File: src/rtl/arranged_frame_serializer.sv
// Streams one N-nibble frame from the arrange block as a valid/ready nibble stream, position 0 first.
// Define ARRANGE_PARTITION_CHECK_EN to flag frames that are not odd-first, then even.
module arranged_frame_serializer #(
    parameter int unsigned NIB_W = 4,
    parameter int unsigned N     = 10,
    localparam int unsigned IDX_W = $clog2(N),
    localparam int unsigned CNT_W = $clog2(N + 1)
) (
    input  logic               clk,
    input  logic               rst_n,
    input  logic               in_valid,
    output logic               in_ready,
    input  logic [N*NIB_W-1:0] in_frame,
    output logic               out_valid,
    input  logic               out_ready,
    output logic [NIB_W-1:0]   out_data,
    output logic [IDX_W-1:0]   out_idx,
    output logic               out_odd,
    output logic               out_last,
    output logic [CNT_W-1:0]   odd_count,
    output logic               err
);

    typedef enum logic [0:0] {StIdle, StSend} state_e;

    state_e             state_q, state_d;
    logic [N*NIB_W-1:0] frame_q, frame_d;
    logic [IDX_W-1:0]   idx_q, idx_d;
    logic [CNT_W-1:0]   odd_count_q, odd_count_d;
    logic [N-1:0]       lsb;
    logic [CNT_W-1:0]   popcount;
    logic               accept;

    assign accept = (state_q == StIdle) && in_valid;

    // lsb[p] is the parity bit of the nibble at position p (position 0 sits in the MSBs)
    always_comb begin
        lsb      = '0;
        popcount = '0;
        for (int p = 0; p < N; p++) begin
            lsb[p]   = in_frame[(N - 1 - p) * NIB_W];
            popcount = popcount + CNT_W'(lsb[p]);
        end
    end

    always_ff @(posedge clk or negedge rst_n) begin
        if (!rst_n) begin
            state_q     <= StIdle;
            frame_q     <= '0;
            idx_q       <= '0;
            odd_count_q <= '0;
        end else begin
            state_q     <= state_d;
            frame_q     <= frame_d;
            idx_q       <= idx_d;
            odd_count_q <= odd_count_d;
        end
    end

    // Frame shifts left on each handshake so the current nibble is always in the top slot
    always_comb begin
        state_d     = state_q;
        frame_d     = frame_q;
        idx_d       = idx_q;
        odd_count_d = odd_count_q;
        unique case (state_q)
            StIdle: begin
                if (in_valid) begin
                    state_d     = StSend;
                    frame_d     = in_frame;
                    idx_d       = '0;
                    odd_count_d = popcount;
                end
            end
            StSend: begin
                if (out_ready) begin
                    if (idx_q == IDX_W'(N - 1)) begin
                        state_d = StIdle;
                        idx_d   = '0;
                    end else begin
                        idx_d   = idx_q + 1'b1;
                        frame_d = frame_q << NIB_W;
                    end
                end
            end
        endcase
    end

    always_comb begin
        in_ready  = (state_q == StIdle);
        out_valid = (state_q == StSend);
        out_data  = out_valid ? frame_q[N*NIB_W-1 -: NIB_W] : '0;
        out_idx   = idx_q;
        out_odd   = out_data[0];
        out_last  = out_valid && (idx_q == IDX_W'(N - 1));
        odd_count = odd_count_q;
    end

`ifdef ARRANGE_PARTITION_CHECK_EN
    logic partition_bad;
    logic err_q;

    // Odd-first ordering means the parity sequence never steps from even back to odd
    always_comb begin
        partition_bad = 1'b0;
        for (int p = 1; p < N; p++) begin
            if (lsb[p] && !lsb[p-1]) begin
                partition_bad = 1'b1;
            end
        end
    end

    always_ff @(posedge clk or negedge rst_n) begin
        if (!rst_n) begin
            err_q <= 1'b0;
        end else if (accept) begin
            err_q <= partition_bad;
        end
    end

    assign err = err_q;
`else
    assign err = 1'b0;
`endif

endmodule

File: config.mk
export PLATFORM = sky130hd
export DESIGN_NAME = arranged_frame_serializer
export DESIGN_NICKNAME = d
export VERILOG_FILES = /design/src/rtl/arranged_frame_serializer.sv
export SDC_FILE = /design/constraint.sdc
export NUM_CORES = 1
export LEC_CHECK = 0
export ABC_AREA = 0
export CAP_MARGIN = 20
export CORE_MARGIN = 2
export CORE_UTILIZATION = 54
export CTS_BUF_LIST = sky130_fd_sc_hd__clkbuf_4 sky130_fd_sc_hd__clkbuf_8
export CTS_CLUSTER_DIAMETER = 200
export DETAILED_ROUTE_END_ITERATION = 7
export HOLD_SLACK_MARGIN = 0.03
export PLACE_DENSITY = 0.83
export SYNTH_ARGS = -nofsm -noshare
export SYNTH_HDL_FRONTEND = slang
export SYNTH_SLANG_ARGS = --single-unit
File: constraint.sdc
create_clock -name clk -period 1.64 [get_ports clk]
set_input_delay 0.328 -clock clk [delete_from_list [all_inputs] [get_ports clk]]
set_output_delay 0.328 -clock clk [all_outputs]
set_load 0.01 [all_outputs]
Word-level counts from Yosys, hierarchy flattened:

Index checks and enable logic that the tools add are counted.

* register bits after elaboration: 49
* input port bits: 44
* output and inout port bits: 17
* logic and storage cells: 36

* add/sub/neg operators: 10
* equality and inequality tests: 4
* muxes and demuxes: 13
* bitwise gates (word level): 1
* reduce and logical (&&, ||, !) cells: 4

Operators by type and width (number)
* $mux 40: 3
* $pmux 40 s2: 1
* $add 4x1->4: 6
* $mux 4: 4
* $pmux 4 s2: 1
* $ne 2x2->1 const B: 3
* $add 3x1->4: 1
* $add 4x1->4 const B: 1
* $eq 4x4->1 const B: 1
* $reduce_and 2->1: 2
* $add 2x1->3: 1
* $mux 1: 3
* $reduce_and 3->1: 1
* $add 1x1->2: 1
* $pmux 1 s2: 1
* $logic_and 1x1->1: 1
* $not 1->1: 1

Longest topological paths before layout:

* depth after elaboration: 9
* gate-level depth with buffers: 12
* mapped depth without buffers: 12

Worst setup path before layout:

Ideal clock, no wire load.

* kind: input-to-reg
* start point: in in_frame[0]
* end point: reg odd_count_q[2], in the netlist odd_count[2]
* setup time: 131 ps
* arrival: 2707 ps
* required time: 1509 ps
* path slack: -1198 ps
* stages on the path: 12
* path buffers: 0
* path through: inv_1 > fa_1 > inv_1 > fa_1 > inv_1 > fa_1 > inv_1 > ha_1 > inv_1 > fa_1 > xnor2_1 > o21ai_0

* word-level cells in the longest chain between the ends: 1

RTL lines
* start, declared: line 13 `input logic [N*NIB_W-1:0] in_frame,`
* $add 4x1->4: line 42 `popcount = popcount + CNT_W'(lsb[p]);`
* end signal, assigned: line 56 `odd_count_q <= odd_count_d;`
* end, declared: line 29 `logic [CNT_W-1:0] odd_count_q, odd_count_d;`

Every way passes these cells.
A chain may end at the register's enable or synchronous reset.

Worst setup path after layout:

* start point: in in_frame[4]
* end point: reg odd_count_q[1], in the netlist odd_count[1]

* word-level cells in the longest chain between the ends: 2

RTL lines (line)
* $add 4x1->4 (2 in series): 42

Every way passes these cells.

==> results.cfg <==
[final_layout]
syn_to_final_growth_pct = 27.6
drive_above_1_share_pct = 21.1
postLayoutCoreUtil_pct = 71.5
num_antenna_cells = 0
fin_nets = 412

[yosys]
yosysWarningCount = 0
synth_fp_nets = 358
syn_area_um2 = 3110
synth_top_area_share_pct = 39.5
yosys.area.top_type = dfrtp_1
synthCells = 306
syn_avg_cell_area_um2 = 10.1
ys_ff_latch = 49
synth_area_leaders = dfrtp_1 39%, mux2i_1 13%, a22oi_2 7.7%, a31oi_1 7.5%, o21ai_1 4.7%
ys_seq_area_share_pct = 39.5
synth_cell_type_count = 35

[place]
place_hpwl_um = 5150
portBuffers = 59
place_ws_ps = -1850
routabilityCongestion = 0.864

[clocking]
cts_sinks = 49
numCtsBuffers = 5
cts-root-buf = clkbuf_8
clockBufferDepth = 2
clk_latency_ps = 300
cts_tree = done
path_clk_slew_ps = 90
cts_max_level = 2

[route]
ant_nets = 0
drt_iter0_drc = 200
drtPass1Iterations = 5
post_drt_wl_per_cell_um = 17.8
viasPerCell = 6.11
num_vias = 2640
drt-total-wl_um = 7680
drc = 0

[floorplan]
ios = 61
die_h_um = 79.8
die_area_um2 = 6370
die_w_um = 79.8
initial_utilization_pct = 56.1
core_um2 = 5540
floorplan.rows = 27

[global_route]
use_met2_pct = 38.5
grt_pass1_wl_um = 12300
grt_antenna_before_repair = 0
grt_max_degree = 73
use_met1_pct = 34.5
grt_pass1_vias = 2583
grt_usage_pct = 24.5
busiest_layer = met2
grt_overflow = 0
gr-usage-met3_pct = 4.19

[sta]
holdWs_ps = 387
setup_viol = 4
relSlewSlack_pct = 68.4
rsz0062_at_grt = yes
timing.final.crit_share_pct = 162
skew_ps = 4.40
worst_slack_ps = -1010
hold_violations = 0
period_needed_ps = 2650
worst_slew_pin_slew_ps = 460
final-max-slew-violation-count = 0
max_freq_mhz = 377

[run_status]
violations = negative setup slack
status = finished, violations left

[critical_path]
criticalPathCategory = primary input to flop
cp-end-kind = flop
cp.required_ps = 1870
crit_fanout = 2
arrival_ps = 2880
cp-start-kind = primary input

[run]
maxCapViolations = 0

[power]
p_per_area_nw_per_um2 = 1310
power.leakage_nw = 1.84
ir_drop_v = 0.000872

[hold_path]
hold_path.class = primary input to flop
metal layers:
layer  vias to the layer above  routed length (µm)
met4                         0                 174
met2                       104                3780
met5                         -                   0
met3                        17                 427
li1                       1248                   -
met1                      1271                3290
logic make-up (layout without fill, tap and decap cells):
kind of cell	Yosys count	in the layout	share of synthesized area, %
other	1	1	0.121
and+or+nand+nor	28	28	4.92
adders and majority gates	8	8	4.67
DFF	49	49	39.5
AOI/OAI and AO/OA	123	123	27.9
xor gates and xnor gates	1	1	0.282
buffers and inverters	54	108	9.06
muxes	42	42	13.6
power breakdown:
part	internal, W	switching, W	leakage, nW
logic	0.00120	0.00117	1.15
registers	0.00171	0.000362	0.639
clock network	0.000353	0.000403	0.0477
total	0.00327	0.00193	1.84
flip-flops by register name, summed over array words and instances (netlist names):
register,flops
frame_q,40
out_idx,4
out_valid,1
odd_count,4
cell usage in the layout (no fill, tap or decap), types with 5 or more instances in the layout:
cell and n:
o21ai_1 31, dlygate4sd2_1 7, buf_2 5, a31oi_1 37
a22oi_2 19, buf_4 14, dfrtp_1 49, nand2_1 9
inv_2 8, clkdlybuf4s50_1 39, mux2i_1 41, clkbuf_8 6
a22oi_1 16, inv_1 8, buf_12 7, o21ai_0 6
layout make-up:
class | count | area, µm²
Clock buffer | 7 | 90.1
Fill cell | 420 | 1580
Inverter | 19 | 83.8
Multi-Input combinational cell | 203 | 1640
Sequential cell | 49 | 1230
Tap cell | 72 | 90.1
Timing Repair Buffer | 82 | 836
Yosys cell counts, drive strengths merged:
cell / number
o31ai: 2
o22ai: 4
a22oi: 35
a211o: 1
nand2b: 3
fa: 6
nor2: 3
a32oi: 1
conb: 1
xnor2: 1
ha: 2
dfrtp: 49
o21ai: 37
nand4bb: 1
nand3: 4
nand4: 2
mux2: 1
and2: 4
nand2: 9
a21oi: 5
clkbuf: 9
inv: 19
and4bb: 1
a41oi: 1
mux2i: 41
nand3b: 1
buf: 26
a31oi: 37
worst max-delay path, stage by stage:
cell,delay [ps]
buf_8,80
inv_4,30
fa_1,530
inv_1,50
fa_1,490
inv_1,50
fa_2,530
inv_2,50
ha_4,150
inv_2,50
fa_2,420
o21ai_1,130
metrics by stage:
step	setup TNS, ps	power [W]	cells	instance area [µm²]
2_1_floorplan	-3930	0.00360	306	3130
3_3_place_gp	-6670	0.00435	422	3830
3_5_place_dp	-6980	0.00449	422	3830
4_1_cts	-3630	0.00517	432	3930
5_1_grt	-3660	0.00556	432	3960
6_report	-3550	0.00520	432	3960
final timing paths:
check | from | to | slack [ps] | cells past startpoint
max | in_frame[4] | odd_count[1] | -1010 | 12
min | in_frame[28] | frame_q[28] | 390 | 3
max reg2reg | out_idx[2] | frame_q[27] | 150 | 5
min reg2reg | odd_count[3] | odd_count[3] | 480 | 2
max in group asynchronous | rst_n | frame_q[27] | 600 | 3
min in group asynchronous | rst_n | out_valid | 510 | 2
what timing repair did:
action / 4_1_cts / 5_1_grt
hold endpoints to repair: 17 / 0
gates resized for setup: 54 / 11
setup endpoints to repair: 16 / 8
buffers inserted: 2 / 0
pin swaps: 13 / 7
hold buffers: 1 / 0
Power figures use the tool's default switching activity.
